<file path="src/rtl/sram_sp_arbiter.sv">
// sram_sp_arbiter: clears a single-port SRAM after reset, then round-robin arbitrates two requesters onto it.
module sram_sp_arbiter #(
  parameter int ADDR_WIDTH = 16,
  parameter int DATA_WIDTH = 16,
  parameter int DEPTH      = 65536
) (
  input  logic                  CLK,
  input  logic                  RST,
  input  logic                  REQ0,
  input  logic                  WE0,
  input  logic [ADDR_WIDTH-1:0] ADDR0,
  input  logic [DATA_WIDTH-1:0] WDATA0,
  output logic                  GNT0,
  output logic                  RVALID0,
  output logic [DATA_WIDTH-1:0] RDATA0,
  input  logic                  REQ1,
  input  logic                  WE1,
  input  logic [ADDR_WIDTH-1:0] ADDR1,
  input  logic [DATA_WIDTH-1:0] WDATA1,
  output logic                  GNT1,
  output logic                  RVALID1,
  output logic [DATA_WIDTH-1:0] RDATA1,
  output logic [ADDR_WIDTH-1:0] SRAM_A,
  output logic [DATA_WIDTH-1:0] SRAM_DI,
  output logic                  SRAM_ENABLE,
  output logic                  SRAM_WE,
  input  logic [DATA_WIDTH-1:0] SRAM_DO,
  output logic                  INIT_DONE
);
  typedef enum logic {INIT, RUN} state_e;
  state_e                state_q;
  logic [ADDR_WIDTH-1:0] cnt_q;
  logic                  ptr_q;
  logic [1:0]            tag_q;
  logic                  run;
  always_comb begin
    run         = state_q == RUN;
    GNT0        = run & REQ0 & (~REQ1 | ~ptr_q);
    GNT1        = run & REQ1 & (~REQ0 | ptr_q);
    SRAM_ENABLE = ~run | GNT0 | GNT1;
    SRAM_WE     = run ? (GNT0 ? WE0 : GNT1 & WE1) : 1'b1;
    SRAM_A      = run ? (GNT1 ? ADDR1 : ADDR0) : cnt_q;
    SRAM_DI     = run ? (GNT1 ? WDATA1 : WDATA0) : '0;
    RVALID0     = tag_q[1] & ~tag_q[0];
    RVALID1     = tag_q[1] & tag_q[0];
    RDATA0      = SRAM_DO;
    RDATA1      = SRAM_DO;
  end
  // tag_q = {read response pending, owner}; the SRAM returns data one cycle after the access
  always_ff @(posedge CLK or posedge RST) begin
    if (RST) begin
      state_q   <= INIT;
      cnt_q     <= '0;
      ptr_q     <= 1'b0;
      tag_q     <= 2'b00;
      INIT_DONE <= 1'b0;
    end else if (state_q == INIT) begin
      cnt_q <= cnt_q + ADDR_WIDTH'(1);
      tag_q <= 2'b00;
      if (cnt_q == ADDR_WIDTH'(DEPTH - 1)) begin
        state_q   <= RUN;
        cnt_q     <= '0;
        INIT_DONE <= 1'b1;
      end
    end else begin
      if (GNT0 | GNT1) ptr_q <= GNT0;
      tag_q <= {(GNT0 & ~WE0) | (GNT1 & ~WE1), GNT1};
    end
  end
endmodule

</file>
<file path="config.mk">
export PLATFORM = sky130hd
export DESIGN_NAME = sram_sp_arbiter
export DESIGN_NICKNAME = d
export VERILOG_FILES = /design/src/rtl/sram_sp_arbiter.sv
export SDC_FILE = /design/constraint.sdc
export NUM_CORES = 1
export LEC_CHECK = 0
export BUFFER_PORTS_ARGS = -buffer_cell sky130_fd_sc_hd__buf_2
export CAP_MARGIN = 25
export CORE_ASPECT_RATIO = 0.6
export CORE_MARGIN = 10
export CORE_UTILIZATION = 42
export CTS_CLUSTER_SIZE = 20
export DETAILED_ROUTE_END_ITERATION = 8
export PLACE_DENSITY = 0.94
export SLEW_MARGIN = 10
export SYNTH_ARGS = -nofsm -noshare
export SYNTH_HDL_FRONTEND = slang
export SYNTH_SLANG_ARGS = --single-unit
</file>
<file path="constraint.sdc">
create_clock -name CLK -period 2.8 [get_ports CLK]
set_input_delay 0.28 -clock CLK [delete_from_list [all_inputs] [get_ports CLK]]
set_output_delay 0.28 -clock CLK [all_outputs]
set_load 0.005 [all_outputs]
</file>
==> results of run 1 <==
[placed cells by master, fill, tap and decap left out, types with 2 or more instances in the layout]
| cell | instances |
|---|---|
| dfrtp_1 | 21 |
| nor2_1 | 23 |
| nor4_2 | 2 |
| buf_2 | 108 |
| and2_1 | 3 |
| inv_1 | 5 |
| nand3_1 | 3 |
| a21oi_1 | 14 |
| nor3_1 | 2 |
| xnor2_1 | 12 |
| clkbuf_8 | 3 |
| o21ai_1 | 16 |
| a221o_1 | 4 |
| and3_1 | 2 |
| mux2i_1 | 12 |
| nand2_1 | 42 |
| xor2_1 | 2 |
| nand4_1 | 4 |
| buf_4 | 2 |
| nor2b_1 | 6 |
[worst max-delay path by stage]
stage | start | endpoint | slack, ns | cells past startpoint
floorplan | cnt_q[0] | INIT_DONE | 1.22 | 6
global placement | REQ1 | SRAM_A[0] | 0.87 | 7
detailed placement | REQ1 | SRAM_A[3] | 0.78 | 7
CTS | ptr_q | SRAM_A[3] | 0.49 | 6
global route | ptr_q | SRAM_A[3] | 0.33 | 6
finish | ptr_q | SRAM_A[1] | 0.49 | 6
[layer usage]
metal  share of wire (%)  vias to the layer above  GRT usage (%)  routed length (um)
met4                0.31                        0           2.58                  18
met3                  11                        6           7.59                 623
li1                    -                      887              -                   -
met1                  42                      822           16.9                2390
met2                  47                       84           23.8                2720
met5                   0                        -              0                   0
[state kept, by name, indices dropped and copies added (netlist names)]
name       flops
run            1
cnt_q         16
ptr_q          1
INIT_DONE      1
tag_q          2
[per-stage QoR]
step                total power (W)  setup WS, ns  hold WS (ns)
finish                     0.000565         0.487         0.160
CTS                        0.000572         0.493         0.192
detailed placement         0.000371         0.783         0.456
floorplan                  0.000356          1.22         0.257
global route               0.000590         0.333         0.221
global placement           0.000369         0.873         0.451
[cells by family (layout without fill, tap and decap cells)]
group / Yosys count / in the layout
fa+ha+maj: 1 / 1
buf+inv: 51 / 120
xor+xnor: 14 / 14
compound gates: 40 / 40
mux: 13 / 13
flops: 21 / 21
simple gates: 93 / 93
[cell type report]
cell class                      count  area [um2]
Fill cell                         410        1950
Multi-Input combinational cell    161         973
Timing Repair Buffer              110         556
Sequential cell                    21         526
Tap cell                           60        75.1
Clock buffer                        3        41.3
Inverter                            6        22.5
Clock inverter                      1        5.00
[power breakdown]
group	total, W	switching, W	internal [W]
Combinational	0.0000618	0.0000246	0.0000371
Clock	0.000200	0.000101	0.0000992
Sequential	0.000303	0	0.000303
Total	0.000565	0.000125	0.000439
==> impl_metrics.toml, run 1 <==
[timing]
rsz0062_at_grt = "false"
tightestPinTransition_ns = 0.781
min_period_over_period_pct = 82.6
slew_violations = 0
slew_headroom_pct = 47.9
fmaxAchievable_ghz = 0.432
setup_viol = 0
setup_tns_ns = 0
period_minus_slack_ns = 2.31
hold_viol = 0
skew_ns = 0.000872

[detailed_routing]
drt_first_iter_violations = 67
totalWireLength_um = 5750
vias = 1799
wl_per_cell_um = 15.9
firstDrtPassIters = 4
drcViolationCount = 0
vias_per_cell = 4.97
antenna_left = 0

[logic_synthesis]
async_flop_share_pct = 100
synthXorXnorAreaFrac_pct = 6.73
ys_seq_area_share_pct = 28.8
synth.most_common_cell = "nand2_1"
synth_compound_gate_area_share_pct = 12.9
muxShareOfSynthArea_pct = 7.21
syn_area_per_cell_um2 = 7.82
yosysWarnings = 0
ys_top_cells_by_area = "dfrtp_1 (29%), buf_4 (14%), nand2_1 (8.7%)"
synth_seq_cells = 21
syn_inst = 233
synthFlopType = "dfrtp_1"
synth_area_leader_cell = "dfrtp_1"
syn_area_um2 = 1820
synth_simple_gate_area_share_pct = 25.5
synth_edf_count = 0
synthesis.nets = 320
synth_top_area_share_pct = 28.8
synth_cell_types = 35
synth-adder-area-share_pct = 0.687
synth_common_cells = "nand2_1 (42), buf_4 (35), nor2_1 (23), dfrtp_1 (21), o21ai_1 (16)"
synth_top_family_by_area = "simple AND/OR/NAND/NOR gates"

[clock_tree]
root_buffer = "clkbuf_8"
clk_latency_ns = 0.26
cts_setup_buffers = 0
numCtsBuffers = 3
cts_tree = "built"
htree_levels = 1
cts_sinks = 21
post_cts_resized = 0
clkTransAtPathRegs_ns = 0.08
cts_buffer_depth = 2
cts_hold_buf = 0

[cells_and_area]
area_delta_synth_final_pct = 20.7
drive_above_1_share_pct = 40.4
fin_util_pct = 53.0
design_area_um2 = 2200
instances_no_fill = 362
final_net_count = 390
diodes = 0

[grt]
grt_pass1_wl_um = 9230
grt_pass1_vias = 1835
gr-total-overflow = 0
antenna_found_initial = 0
grt_max_degree = 55
track_usage_pct = 14.6

[pwr]
leakagePower_nw = 1.17
vdd.ir_drop.worst_v = 0.000258
power.density_nw_per_um2 = 257

[placed_design]
post-place-cells = 358
io_buffers = 108
dpl_cell_area_um2 = 2150
gp_congestion = 0.864
dp_hpwl_um = 4720

[die]
die_w_um = 105
ios = 157
dieArea_um2 = 7460
die_height_um = 71.0
row_count = 18
start_util_pct = 44.0
core-area_um2 = 4140

[worst_setup_path]
reg2reg_depth = 5
worst_r2r_endpoint = "INIT_DONE"
crit_chain = "inv_1, a21oi_4, buf_4, nor2b_1, a221o_1, buf_2"
cp_slowest_stage_delay_ns = 0.47
crit_fanout = 52
path_delay_family = "buffers and inverters"
crit_arrival_ns = 2.03
crit_buf_inv = 3
rrSetupSlack_ns = 0.97
end_kind = "output pin"
critPathLaunchType = "register"
cp_slowest_cell = "buf_4"
r2r_start = "run"
required_ns = 2.52
critPathKind = "reg2out"

[run_status]
outcome = "finished clean"

[min_path]
hold_class = "in2async"

[run]
maxCapViolations = 0
(Power assumes the default switching activity.)
==> run 2, diff against run 1 <==
Settings changed: CORE_UTILIZATION 42 to 39, PLACE_DENSITY 0.94 to 0.89.
Clock period 2.8 ns to 2.3 ns, I/O delays scaled along.
==> impl_metrics.toml, run 2 (same netlist as run 1, synthesis figures left out) <==
[worst_setup_path]
critPathLaunchType = "register"
required_ns = 2.07
cp_slowest_stage_delay_ns = 0.39
reg2reg_depth = 5
crit_arrival_ns = 1.74
crit_fanout = 52
end_kind = "output pin"
critPathKind = "reg2out"
cp_slowest_cell = "dfrtp_1"
crit_chain = "inv_1, a21oi_4, buf_12, nor2b_1, a221o_1, buf_2"
worst_r2r_endpoint = "INIT_DONE"
r2r_start = "cnt_q[1]"
rrSetupSlack_ns = 0.65

[timing]
hold_viol = 0
setup_tns_ns = 0
slew_violations = 0
setup_viol = 0
rsz0062_at_grt = "false"
fmaxAchievable_ghz = 0.506
skew_ns = 0.00271
min_period_over_period_pct = 85.8
hold_ws_ns = 0.122
period_minus_slack_ns = 1.97
slew_headroom_pct = 45.6
tightestPinTransition_ns = 0.815

[placed_design]
dp_hpwl_um = 4500
io_buffers = 108
gp_congestion = 0.830

[pwr]
leakagePower_nw = 1.18
vdd.ir_drop.worst_v = 0.000130
power.density_nw_per_um2 = 307

[clock_tree]
cts_setup_buffers = 0
clkTransAtPathRegs_ns = 0.07
root_buffer = "clkbuf_8"
cts_sinks = 21
cts_buffer_depth = 2
numCtsBuffers = 3
post_cts_resized = 0
cts_tree = "built"
htree_levels = 1
clk_latency_ns = 0.26
cts_hold_buf = 0

[cells_and_area]
area_delta_synth_final_pct = 21.9
regMostFlops = "cnt_q"
final_common_cell = "buf_2"
drive_above_1_share_pct = 40.3
diodes = 0
largest_reg_flops = 16
final_cell_mix = "buf_2 (108), nand2_1 (42), nor2_1 (23), dfrtp_1 (21), o21ai_1 (16)"
reg_top3 = "cnt_q (16), tag_q (2)"
fin_util_pct = 48.9
final_net_count = 391

[detailed_routing]
wl_met1_um = 2260
met2WireLength_um = 2530
drt_first_iter_violations = 99
totalWireLength_um = 5450
wl_per_cell_um = 14.9
antenna_left = 0
vias_per_cell = 4.83
vias = 1769
drcViolationCount = 0
met3WireLength_um = 638
top_layer = "met4"
firstDrtPassIters = 4

[die]
die_height_um = 72.9
dieArea_um2 = 7890
core-area_um2 = 4540
die_w_um = 108
ios = 157
row_count = 19
start_util_pct = 40.1

[grt]
grt_pass1_wl_um = 8490
antenna_found_initial = 0
gr-total-overflow = 0
grt_max_degree = 53
track_usage_pct = 12.9
grt_pass1_vias = 1705

[run_status]
outcome = "finished clean"

[run]
maxCapViolations = 0

[min_path]
hold_class = "in2async"
-- run 2: final cells by class --
class / instances / area [um2]
clock buffer: 4 / 45.0
fill: 456 / 2320
inverter: 6 / 22.5
multi-input combinational: 161 / 973
sequential: 21 / 526
tap: 63 / 78.8
timing repair buffer: 111 / 576
-- run 2: worst max path at each step --
stage                        start         end  cells past startpoint
after floorplan           cnt_q[0]   INIT_DONE                      6
after global placement       ptr_q  SRAM_A[13]                      6
after detailed placement     ptr_q   SRAM_A[0]                      6
after CTS                    ptr_q   SRAM_A[0]                      6
after global routing         ptr_q   SRAM_A[0]                      6
final                        ptr_q   SRAM_A[0]                      6
-- run 2: routing by layer --
metal	GRT usage, %	vias to the layer above
met1	15.4	794
met2	20.3	82
met5	0	-
li1	-	889
met4	1.33	0
met3	7.23	4
-- run 2: report_power, final --
| group | leakage [nW] | switching, W | total, W | internal (W) |
|---|---|---|---|---|
| sequential | 0.279 | 0 | 0.000369 | 0.000369 |
| combinational | 0.875 | 0.0000279 | 0.0000729 | 0.0000451 |
| clock | 0.0228 | 0.000116 | 0.000239 | 0.000123 |
-- run 2: through the flow --
stage	setup slack [ns]	total power [W]	cells	instance area, um2
6_report	0.326	0.000681	366	2220
5_1_grt	0.176	0.000715	366	2220
4_1_cts	0.324	0.000691	366	2220
3_5_place_dp	0.617	0.000450	362	2180
3_3_place_gp	0.686	0.000448	362	2180
2_1_floorplan	0.724	0.000434	233	1820
-- run 2: critical path, delay by kind of cell (launching register included) --
kind	cells	cell delay, ns
DFF	1	0.39
and+or+nand+nor	1	0.13
AOI/OAI and AO/OA	2	0.49
buffers and inverters	3	0.47
